File: config.mk
export PLATFORM = sky130hd
export DESIGN_NAME = key_digit_capture
export DESIGN_NICKNAME = d
export VERILOG_FILES = /design/src/rtl/key_digit_capture.sv
export SDC_FILE = /design/constraint.sdc
export NUM_CORES = 1
export LEC_CHECK = 0
export BUFFER_PORTS_ARGS = -buffer_cell sky130_fd_sc_hd__buf_2
export CAP_MARGIN = 20
export CORE_AREA = 3 3 57 112
export CTS_CLUSTER_SIZE = 10
export DETAILED_ROUTE_END_ITERATION = 12
export DIE_AREA = 0 0 60 115
export PLACE_DENSITY_LB_ADDON = 0.12
export SYNTH_ARGS = -nofsm -noshare
export SYNTH_HDL_FRONTEND = slang
export SYNTH_SLANG_ARGS = --single-unit
File: constraint.sdc
create_clock -name clk -period 3.6 [get_ports clk]
set_clock_uncertainty 0.15 [all_clocks]
set_input_delay 0.36 -clock clk [delete_from_list [all_inputs] [get_ports clk]]
set_output_delay 0.36 -clock clk [all_outputs]
set_load 0.03 [all_outputs]
File: src/rtl/key_digit_capture.sv
// Turns PS/2 number-key presses into a two-digit display register with clear/delete
// editing and typematic suppression, and drives the scan stage's digit-select count.
module key_digit_capture #(
  parameter int REFRESH_BITS = 17
) (
  input  logic       clk,
  input  logic       rst_n,
  input  logic       key_valid,
  input  logic [8:0] key_code,
  input  logic       key_break,
  output logic [3:0] digit_lo,
  output logic [3:0] digit_hi,
  output logic [1:0] scan_sel,
  output logic       key_err
);

  typedef enum logic {
    IDLE,
    HELD
  } state_t;

  typedef enum logic [1:0] {
    KIND_DIGIT,
    KIND_CLEAR,
    KIND_DELETE,
    KIND_OTHER
  } kind_t;

  localparam logic [3:0]              BLANK   = 4'hF;
  localparam logic [REFRESH_BITS-1:0] CNT_ONE = REFRESH_BITS'(1);

  state_t                  state_q;
  state_t                  state_d;
  logic [8:0]              held_code_q;
  kind_t                   kind;
  logic [3:0]              dec_digit;
  logic                    make_ev;
  logic                    brk_ev;
  logic                    same_key;
  logic                    accept;
  logic [3:0]              lo_d;
  logic [3:0]              hi_d;
  logic                    err_d;
  logic [REFRESH_BITS-1:0] refresh_cnt;

  // Main-row and keypad digits share one decode; extended codes are filtered out below.
  always_comb begin
    kind      = KIND_OTHER;
    dec_digit = 4'h0;
    case (key_code[7:0])
      8'h45, 8'h70: begin kind = KIND_DIGIT; dec_digit = 4'd0; end
      8'h16, 8'h69: begin kind = KIND_DIGIT; dec_digit = 4'd1; end
      8'h1E, 8'h72: begin kind = KIND_DIGIT; dec_digit = 4'd2; end
      8'h26, 8'h7A: begin kind = KIND_DIGIT; dec_digit = 4'd3; end
      8'h25, 8'h6B: begin kind = KIND_DIGIT; dec_digit = 4'd4; end
      8'h2E, 8'h73: begin kind = KIND_DIGIT; dec_digit = 4'd5; end
      8'h36, 8'h74: begin kind = KIND_DIGIT; dec_digit = 4'd6; end
      8'h3D, 8'h6C: begin kind = KIND_DIGIT; dec_digit = 4'd7; end
      8'h3E, 8'h75: begin kind = KIND_DIGIT; dec_digit = 4'd8; end
      8'h46, 8'h7D: begin kind = KIND_DIGIT; dec_digit = 4'd9; end
      8'h76:        kind = KIND_CLEAR;
      8'h66:        kind = KIND_DELETE;
      default:      kind = KIND_OTHER;
    endcase
  end

  // A make is acted on unless it repeats the key already held down.
  assign make_ev  = key_valid & ~key_code[8] & ~key_break;
  assign brk_ev   = key_valid & ~key_code[8] & key_break;
  assign same_key = (key_code == held_code_q);
  assign accept   = make_ev & ((state_q == IDLE) | ~same_key);

  always_ff @(posedge clk) begin
    if (!rst_n) begin
      state_q     <= IDLE;
      held_code_q <= 9'd0;
    end else begin
      state_q <= state_d;
      if (accept) begin
        held_code_q <= key_code;
      end
    end
  end

  always_comb begin
    state_d = state_q;
    case (state_q)
      IDLE:    if (accept) state_d = HELD;
      HELD:    if (brk_ev && same_key) state_d = IDLE;
      default: state_d = IDLE;
    endcase
  end

  always_comb begin
    lo_d  = digit_lo;
    hi_d  = digit_hi;
    err_d = 1'b0;
    if (accept) begin
      case (kind)
        KIND_DIGIT: begin
          hi_d = digit_lo;
          lo_d = dec_digit;
        end
        KIND_CLEAR: begin
          hi_d = BLANK;
          lo_d = BLANK;
        end
        KIND_DELETE: begin
          lo_d = digit_hi;
          hi_d = BLANK;
        end
        default: err_d = 1'b1;
      endcase
    end
  end

  always_ff @(posedge clk) begin
    if (!rst_n) begin
      digit_lo <= BLANK;
      digit_hi <= BLANK;
      key_err  <= 1'b0;
    end else begin
      digit_lo <= lo_d;
      digit_hi <= hi_d;
      key_err  <= err_d;
    end
  end

  // scan_sel steps on the cycle the prescaler rolls over to zero.
  always_ff @(posedge clk) begin
    if (!rst_n) begin
      refresh_cnt <= '0;
      scan_sel    <= 2'd0;
    end else begin
      refresh_cnt <= refresh_cnt + CNT_ONE;
      if (refresh_cnt == {REFRESH_BITS{1'b1}}) begin
        scan_sel <= scan_sel + 2'd1;
      end
    end
  end

endmodule

Yosys cells after proc, flatten, opt, wreduce, memory -nomap -nowiden
Cells that the tools add are included.
Storage, ports and cells
  register bits after elaboration: 38
  output and inout port bits: 11
  memory bits (writable): 0
  memories kept: 0
  ROM bits: 0
  bits in latches: 0
Operators by class
  muxes and demuxes: 8
  shift operators: 0
  bitwise gates (word level): 9
  reductions and logical operators: 19
  equality and inequality tests: 26
  magnitude comparators: 0
  $mul: 0
  divide/modulo/power cells: 0
  $add $sub $neg: 2
Operators by type and width (number)
  8-bit by 7-bit equality test with 1-bit output, second input constant: 14
  8-bit by 6-bit equality test with 1-bit output, second input constant: 6
  4-bit one-hot mux with 9 select lines: 1
  2-bit OR reduction: 10
  20-bit OR reduction: 1
  17-bit by 1-bit adder with 17-bit output, second input constant: 1
  17-bit equality test, second input constant: 1
  8-bit by 5-bit equality test with 1-bit output, second input constant: 2
  4-bit one-hot mux with 3 select lines: 1
  9-bit equality test: 1
  4-bit one-hot mux with 2 select lines: 1
  2-bit one-hot mux with 3 select lines: 1
  2-bit AND reduction: 3
  1-bit bitwise AND: 4
  1-bit inverter: 4
  1-bit two-way mux: 3
  3-bit nonzero test: 1
  3-bit OR reduction: 1
  2-bit by 1-bit adder with 2-bit output, second input constant: 1
  2-bit by 1-bit equality test with 1-bit output, second input constant: 1
  2-bit equality test, second input constant: 1
  2-bit zero test: 1
  1-bit one-hot mux with 2 select lines: 1
  2-bit nonzero test: 1
  other kinds (2): 2

Logic depth before layout (Yosys ltp)
Gate-level depths: netlist of run 1.
  depth after elaboration: 7
  mapped depth: 11

Worst setup path before layout of run 1
OpenSTA, ideal clock, no wires.
  kind: input -> register
  start point: in key_code[3]
  end point: reg digit_lo[0]
  required time: 3329 ps
  path buffers: 2
  slack: 901 ps
  data arrival time: 2428 ps
  setup time: 121 ps
  cell stages on the path: 10
  path through: clkbuf_1 nor4b_1 and3_1 nand3_1 ha_1 clkbuf_1 a31oi_1 nor4b_1 o21ai_0 mux2_2
Between the ends
  longest elaborated chain between the ends: 6
  elaborated cells on any way between the ends: 44
  those cells by class: eq/ne (25); mux (3); bitwise (3); reduce/logical (13)
Ends and longest elaborated chain
  start, declared: line 9  | input logic [8:0] key_code,
  8-bit by 7-bit equality test with 1-bit output, or another cell as far along: line 50  | case (key_code[7:0])
  20-bit OR reduction (no line)
  2-bit one-hot mux with 3 select lines: line 50
  2-bit equality test, or another cell as far along: line 99  | case (kind)
  3-bit nonzero test (no line)
  2-bit AND reduction (no line)
  end signal, assigned: line 123  | digit_lo <= lo_d;
  end, declared: line 11  | output logic [3:0] digit_lo,
Parallel ways exist; a longest one is shown, timed or not.
A chain may end at the register's enable or synchronous reset.

Worst setup path after layout of run 1
Same ends and word-level chain as after synthesis.

==> results of run 1 <==
[worst register-to-register path, cell delays in order, from the launching register on]
cell and delay [ns]:
dfxtp_1 0.31, xnor2_1 0.16, nand4_1 0.13, nor4_1 0.26
a21boi_0 0.21, buf_4 0.23, o31ai_2 0.12, mux2_2 0.38
[routing by layer]
layer,part of all wire [%],global-route usage (%),wire length (microns),vias up
li1,-,-,-,908
met4,6.5,13.31,320,0
met3,3.0,3.371,149,22
met1,38,16.63,1883,848
met5,0,0,0,-
met2,52,25.51,2560,34
[registers in the layout (all words and copies together), names as in the netlist]
name,count
refresh_cnt,17
held_code_q,9
digit_hi,4
digit_lo,4
scan_sel,2
key_err,1
state_q,1
[layout make-up]
class / instances / area [sq um]
fillers: 589 / 3149
multi-input cells: 194 / 1368
flip-flops and latches: 38 / 760.7
clock buffers: 6 / 138.9
repair buffers: 24 / 122.6
well taps: 61 / 76.32
clock inverters: 1 / 30.03
inverters: 4 / 15.01
[per-stage QoR]
step | hold slack (ns) | area [sq um] | std cells | utilization [%]
finish | 0.2891 | 2511 | 328 | 44.36
global route | 0.3094 | 2511 | 328 | 44.36
CTS | 0.2830 | 2511 | 328 | 44.36
detailed placement | 0.2879 | 2342 | 321 | 41.38
global placement | 0.2829 | 2342 | 321 | 41.38
floorplan | 0.2708 | 2230 | 253 | -
[kinds of logic after synthesis]
logic type               share of synthesized area, %
XOR/XNOR                                        9.428
AO/OA/AOI/OAI                                   9.821
multiplexers                                    7.576
AND/OR/NAND/NOR                                 31.71
flip-flops                                      34.12
buffers and inverters                           4.545
adder cells (fa/ha/maj)                         2.806
[cells in the final DEF (no fill, tap or decap), drive strengths merged, types with 3 or more instances in the layout]
master  synthesis  final
nand3          10     10
nand4           6      6
dfxtp          38     38
xor2            7      7
nor2            4      4
xnor2          17     17
inv             4      4
mux2i          12     12
and3            5      5
ha              5      5
mux2            4      4
a21oi           8      8
nor3b           5      5
nor3            7      7
buf             8     24
and2           17     17
nor4b           3      3
nand2b         10     10
a21boi          4      4
clkbuf          9      6
nor2b          17     17
nand2          18     18
o21ai           8      8
[worst max path at each step]
stage	start	slack, ns	depth (start not counted)	endpoint
6_report	key_code[3]	0.97	9	digit_lo[0]
5_1_grt	key_code[3]	0.69	9	digit_lo[0]
4_1_cts	key_code[3]	0.99	9	digit_lo[0]
3_5_place_dp	key_code[3]	0.69	9	digit_lo[0]
3_3_place_gp	key_code[3]	0.75	9	digit_lo[0]
2_1_floorplan	key_code[3]	0.90	10	digit_lo[0]
[power groups by stage]
stage / Clock (mW) / Sequential [mW] / Combinational [mW]
5_1_grt: 0.540 / 0.434 / 0.0939
3_5_place_dp: 0 / 0.442 / 0.0843
3_3_place_gp: 0 / 0.442 / 0.0843
4_1_cts: 0.526 / 0.433 / 0.0847
6_report: 0.504 / 0.433 / 0.0835
2_1_floorplan: 0 / 0.443 / 0.0625
==> reports/summary.json, run 1 <==
{
  "detailed_routing": {
    "antenna_left": 0,
    "num_vias": 1812,
    "detail_route.vias_per_cell": 5.524,
    "drtIter0Drc": 90,
    "firstDrtPassIters": 4,
    "wirelength_mm": 4.915,
    "drc_markers": 0,
    "avg_wl_per_cell_microns": 14.98
  },
  "critical_path": {
    "critical_path_arrival_ns": 2.65,
    "critPathCaptureType": "register",
    "startpoint_type_of_the_worst_setup_path": "input port",
    "critical_path_required_ns": 3.62,
    "crit_type": "in -> reg",
    "critical_path_fanout_max": 15,
    "ordered_list_of_cells_on_the_worst_path": "buf_2, nor4b_1, and3_1, nand3_1, ha_1, a31oi_1, nor4b_1, o21ai_0, mux2_2",
    "crit_path_buffers_inverters": 1,
    "ff2ff_path_depth": 7,
    "worst_r2r_startpoint": "held_code_q[2]",
    "worst_path_largest_cell_delay_ns": 0.44,
    "crit_family": "simple AND/OR/NAND/NOR gates",
    "timing.rr.end": "digit_lo[3]",
    "critical-path-slowest-cell": "ha_1",
    "cpMostUsedCell": "nor4b_1",
    "worst-r2r-setup-slack_ns": 1.54
  },
  "clock_tree": {
    "cts_max_level": 2,
    "tritoncts_num_sinks": 38,
    "cts-buffers-inserted": 5,
    "tritoncts": "yes",
    "clock_tree.root_cell": "clkbuf_16",
    "cts_setup_buffers": 0,
    "insertion_delay_ns": 0.28,
    "cts_max_path_buffers": 2,
    "clk_pin_slew_ns": 0.06,
    "postCtsResizedCells": 0,
    "hold_buffers": 0
  },
  "yosys": {
    "synth_sequential_area_ratio_pct": 34.12,
    "synth-warning-count": 0,
    "synthMostInstantiatedCell": "dfxtp_1",
    "yosys.area.top_type_share_pct": 34.12,
    "syn-mean-instance-area_sq_um": 8.813,
    "synth.ff_latch_count": 38,
    "synthArstFlopShare_pct": 0,
    "synth_top_cell_by_area": "dfxtp_1",
    "netlist_instances": 253,
    "synth.top_cells.by_area": "dfxtp_1, xnor2_1, mux2i_1",
    "syn-num-nets": 271,
    "synth_edf_count": 0,
    "synth_cell_type_count": 46,
    "ys_dominant_reg_cell": "dfxtp_1",
    "post_synth_instance_area_sq_mm": 0.002230,
    "netlist_top_cells_count": "dfxtp_1, nand2_1, and2_1, nor2b_1, xnor2_1"
  },
  "floorplanning": {
    "io_pins": 24,
    "die-height_microns": 115,
    "die-width_microns": 60,
    "placementRows": 39,
    "core-area_sq_mm": 0.005660,
    "start_util_pct": 39.39,
    "design.die.area_sq_mm": 0.006900
  },
  "grt": {
    "antenna_violations_before_repair": 0,
    "grt_pass1_vias": 1670,
    "grt_overflow": 0,
    "grt_first_pass_wirelength_mm": 8.038,
    "groute.usage.overall_pct": 15.78,
    "grt_max_degree": 47
  },
  "power": {
    "netSwitchingFraction_pct": 21.17,
    "comb_power_share_pct": 8.2,
    "power.leakage_nw": 0.9390,
    "switching_power_uw": 216.0,
    "design_power_total_mw": 1.020,
    "worst_ir_drop_vdd_mv": 0.3099,
    "internal_power_uw": 804.1,
    "power_frac_seq_pct": 42.4,
    "power_density_mw_per_mm2": 406.2,
    "clkPwrFrac_pct": 49.4
  },
  "worst_hold_path": {
    "worstHoldPathType": "in -> reg",
    "hp-start": "key_valid",
    "worst_hold_path.endpoint": "state_q",
    "worst_hold_path.num_cells": 4
  },
  "place": {
    "dpl_worst_slack_ns": 0.6947,
    "gp_congestion": 0.8168,
    "place.port_buffers": 23,
    "hpwl_after_dpl_mm": 3.579
  },
  "outcome": {
    "run_status": "finished, final reports clean"
  },
  "timing": {
    "report.final.setup_viol": 0,
    "hold_viol": 0,
    "setup_ws_ns": 0.9737,
    "rsz0062_at_grt": "false",
    "layout_min_cycle_time_ns": 2.626,
    "final_cycle_share_pct": 72.95,
    "timing.setup.tns_ns": 0,
    "max_freq_ghz": 0.3808,
    "max_slew.worst_pin.slew_ns": 0.7160,
    "slew_viol_final": 0,
    "slew_headroom_pct": 52.17
  },
  "cells_and_area": {
    "drive_gt1_share_pct": 14.98,
    "layout-area-overhead-vs-synth_pct": 12.63,
    "finalNetCount": 285,
    "num_antenna_cells": 0
  },
  "run": {
    "maxCapViolCount": 0
  }
}
Note: power is estimated with default switching activity, not from simulation.
==> inputs of run 2 (changes only) <==
--- a/config.mk
+++ b/config.mk
@@ -5,6 +5,7 @@
 export SDC_FILE = /design/constraint.sdc
 export NUM_CORES = 1
 export LEC_CHECK = 0
+export ABC_AREA = 1
 export BUFFER_PORTS_ARGS = -buffer_cell sky130_fd_sc_hd__buf_2
 export CAP_MARGIN = 20
 export CORE_AREA = 3 3 57 112
==> constraint.sdc (replaced) <==
create_clock -name clk -period 2.1 [get_ports clk]
set_clock_uncertainty 0.15 [all_clocks]
set_input_delay 0.21 -clock clk [delete_from_list [all_inputs] [get_ports clk]]
set_output_delay 0.21 -clock clk [all_outputs]
set_load 0.03 [all_outputs]
==> reports/summary.json, run 2 <==
{
  "yosys": {
    "arithmetic_cell_share_of_the_synthesized_area_counting_full_adders_half_adders_and_majority_gates": {"value": 2.820, "unit": "%", "change": "+0.014 points"},
    "synth_sequential_area_ratio": {"value": 34.29, "unit": "%", "change": "+0.17 points"},
    "netlist_top_cells_count": "nand2_1, nor2_1, dfxtp_1",
    "syn-mean-instance-area": {"value": 6.214, "unit": "sq um", "change": "-29%"},
    "syn-num-nets": {"value": 375, "change": "+38%"},
    "yosys.area.top_type_share": {"value": 34.29, "unit": "%", "change": "+0.17 points"},
    "dominant_combinational_cell_family_by_area_after_synthesis": "simple AND/OR/NAND/NOR gates",
    "synth_compound_area_share": {"value": 8.009, "unit": "%", "change": "-1.8 points"},
    "synth.ff_latch_count": {"value": 38, "change": "unchanged"},
    "netlist_instances": {"value": 357, "change": "+41%"},
    "synth.mux.area_fraction": {"value": 0, "unit": "%", "change": "-7.6 points"},
    "synth_xor_xnor_area_share": {"value": 3.158, "unit": "%", "change": "-6.3 points"},
    "synth_cell_type_count": {"value": 28, "change": "-39%"},
    "synth_top_cell_by_area": "dfxtp_1",
    "ys_dominant_reg_cell": "dfxtp_1",
    "synthMostInstantiatedCell": "nand2_1",
    "synth_edf_count": {"value": 0, "change": "unchanged"},
    "synth.top_cells.by_area": "dfxtp_1, nand2_1, nor2_1",
    "synth_simple_gate_area_share": {"value": 42.87, "unit": "%", "change": "+11 points"},
    "synthArstFlopShare": {"value": 0, "unit": "%", "change": "unchanged"},
    "post_synth_instance_area": {"value": 0.002218, "unit": "sq mm", "change": "-0.51%"},
    "synth-warning-count": {"value": 0, "change": "unchanged"}
  },
  "clock_tree": {
    "tritoncts": "yes",
    "cts_max_path_buffers": {"value": 2, "change": "unchanged"},
    "cts_max_level": {"value": 2, "change": "unchanged"},
    "tritoncts_num_sinks": {"value": 38, "change": "unchanged"},
    "clock_tree.root_cell": "clkbuf_16",
    "hold_buffers": {"value": 0, "change": "unchanged"},
    "insertion_delay": {"value": 0.28, "unit": "ns", "change": "about the same"},
    "cts-buffers-inserted": {"value": 5, "change": "unchanged"},
    "clk_pin_slew": {"value": 0.06, "unit": "ns", "change": "about the same"}
  },
  "worst_hold_path": {
    "worstHoldPathType": "in -> reg"
  },
  "timing": {
    "slew_headroom": {"value": 82.91, "unit": "%", "change": "+31 points"},
    "worst_hold_slack": {"value": 0.05208, "unit": "ns", "change": "-0.2371 ns"},
    "layout_min_cycle_time_ns": 2.097,
    "final_cycle_share_pct": 99.86,
    "max_slew.worst_pin.slew": {"value": 0.2554, "unit": "ns", "change": "-0.4606 ns"},
    "rsz0062_at_grt": "true",
    "hold_viol": {"value": 0, "change": "unchanged"},
    "slew_viol_final": {"value": 0, "change": "unchanged"},
    "max_freq_ghz": 0.4768,
    "report.final.setup_viol": {"value": 0, "change": "unchanged"},
    "timing.setup.tns": {"value": 0, "unit": "ns", "change": "unchanged"}
  },
  "floorplanning": {
    "placementRows": {"value": 39, "change": "unchanged"},
    "die-height": {"value": 115, "unit": "microns", "change": "unchanged"},
    "die-width": {"value": 60, "unit": "microns", "change": "unchanged"},
    "io_pins": {"value": 24, "change": "unchanged"},
    "design.die.area": {"value": 0.006900, "unit": "sq mm", "change": "unchanged"},
    "start_util": {"value": 39.19, "unit": "%", "change": "-0.20 points"},
    "core-area": {"value": 0.005660, "unit": "sq mm", "change": "unchanged"}
  },
  "critical_path": {
    "cpMostUsedCell": "buf_4",
    "worst_path_largest_cell_delay": {"value": 0.35, "unit": "ns", "change": "-0.09 ns"},
    "crit_family": "buffers and inverters",
    "critical_path_required": {"value": 2.12, "unit": "ns", "change": "-1.50 ns"},
    "crit_type": "reg -> reg",
    "startpoint_type_of_the_worst_setup_path": "register",
    "ordered_list_of_cells_on_the_worst_path": "ha_4, nand2_4, nor2_4, nand2_2, nor2_4, nand3_2, buf_4, buf_4, buf_4, buf_4, buf_4, buf_4, o21ai_0, a21oi_1",
    "critical_path_fanout_max": {"value": 2, "change": "-13"},
    "critical_path_arrival": {"value": 2.12, "unit": "ns", "change": "-0.53 ns"},
    "critical-path-slowest-cell": "dfxtp_2",
    "critPathCaptureType": "register",
    "crit_path_buffers_inverters": {"value": 6, "change": "+5"}
  },
  "grt": {
    "grt_overflow": {"value": 0, "change": "unchanged"},
    "groute.usage.overall": {"value": 18.78, "unit": "%", "change": "+3.0 points"},
    "grt_pass1_vias": {"value": 2297, "change": "+38%"},
    "grt_first_pass_wirelength": {"value": 9.777, "unit": "mm", "change": "+22%"},
    "grt_max_degree": {"value": 20, "change": "-57%"},
    "antenna_violations_before_repair": {"value": 0, "change": "unchanged"}
  },
  "detailed_routing": {
    "drc_markers": {"value": 0, "change": "unchanged"},
    "detail_route.vias_per_cell": {"value": 4.924, "change": "-11%"},
    "avg_wl_per_cell": {"value": 12.17, "unit": "microns", "change": "-19%"},
    "firstDrtPassIters": {"value": 4, "change": "unchanged"},
    "num_vias": {"value": 2334, "change": "+29%"},
    "wirelength": {"value": 5.768, "unit": "mm", "change": "+17%"},
    "drtIter0Drc": {"value": 74, "change": "-18%"},
    "antenna_left": {"value": 0, "change": "unchanged"}
  },
  "place": {
    "hpwl_after_dpl": {"value": 4.395, "unit": "mm", "change": "+23%"},
    "place.port_buffers": {"value": 23, "change": "unchanged"},
    "gp_congestion": {"value": 0.9513, "change": "+16%"}
  },
  "cells_and_area": {
    "post-route-util": {"value": 49.71, "unit": "%", "change": "+5.3 points"},
    "layout-area-overhead-vs-synth_pct": 26.85,
    "finalNetCount": {"value": 430, "change": "+51%"},
    "largest_register": "refresh_cnt",
    "largest_register_ffs": {"value": 17, "change": "unchanged"},
    "drive_gt1_share": {"value": 24.46, "unit": "%", "change": "+9.5 points"},
    "num_antenna_cells": {"value": 0, "change": "unchanged"},
    "most_frequent_standard_cell_in_the_layout_excluding_fill_and_tap_cells": "nand2_1",
    "top_regs": "refresh_cnt (17), held_code_q (9)",
    "n_fill_cell": {"value": 604, "change": "+2.5%"},
    "mostFrequentLayoutCells": "nand2_1, nor2_1, dfxtp_1, buf_4, nand3_1"
  },
  "power": {
    "power_density": {"value": 600.9, "unit": "mW/mm^2", "change": "+48%"},
    "power.leakage": {"value": 1.319, "unit": "nW", "change": "+40%"},
    "worst_ir_drop_vdd": {"value": 0.7260, "unit": "mV", "change": "+130%"}
  },
  "run": {
    "maxCapViolCount": {"value": 0, "change": "unchanged"}
  },
  "outcome": {
    "run_status": "finished, final reports clean"
  }
}
## run 2: per-stage QoR
step	power (mW)	cell area, sq um	instances	worst slack (ns)
after floorplan	0.8791	2218	357	0.02771
after global placement	0.9400	2505	452	-0.07453
after detailed placement	0.9428	2505	452	-0.1437
after CTS	1.715	2780	471	-0.06047
after global routing	1.773	2814	474	-0.1488
final	1.691	2814	474	0.002850
## run 2: area by class of cell
cell class                      instances  area, sq um  share of cell area (%)
Multi-Input combinational cell        272         1315                   46.73
Sequential cell                        38        763.2                   27.12
Timing Repair Buffer                   56        362.8                   12.89
Inverter                               39        148.9                   5.291
Clock buffer                            7        142.6                   5.069
Tap cell                               61        76.32                   2.712
Clock inverter                          1        5.005                  0.1779
## run 2: metal layers
| layer | GRT usage (%) | share of wire, % | vias up |
|---|---|---|---|
| li1 | - | - | 1214 |
| met1 | 18.21 | 37 | 1064 |
| met2 | 34.32 | 57 | 37 |
| met3 | 3.371 | 1.7 | 19 |
| met4 | 11.98 | 4.8 | 0 |
| met5 | 0 | 0 | - |
## run 2: repair_timing
item | in CTS | in global routing
cloned | 0 | 0
setup endpoints to repair | 3 | 6
pin swaps | 8 | 8
resized for setup | 14 | 4
buffers inserted | 11 | 3
## run 2: where the power goes
part	switching, mW	internal [mW]
Combinational	0.111	0.0724
Clock	0.286	0.471
Sequential	0.0122	0.738
Total	0.410	1.28
## run 2: worst paths after layout
check	startpoint	to	slack, ns	cells past startpoint
worst max-delay path	refresh_cnt[0]	refresh_cnt[8]	0.003	14
worst min-delay path	key_break	state_q	0.05	4
worst max register to register	refresh_cnt[0]	refresh_cnt[8]	0.003	14
worst min register to register	held_code_q[8]	held_code_q[8]	0.32	2
## run 2: cell families (layout without fill, tap and decap cells)
group                      after synthesis  count (layout)
AOI/OAI and AO/OA                       35              35
adders and majority gates                5               5
and+or+nand+nor                        224             224
DFF                                     38              38
buffers and inverters                   47             103
xor gates and xnor gates                 8               8
## run 2: tightest hold or removal path: stages
cell and delay (ns):
buf_2 0.07, nor2_1 0.05, inv_1 0.05, a21oi_1 0.05
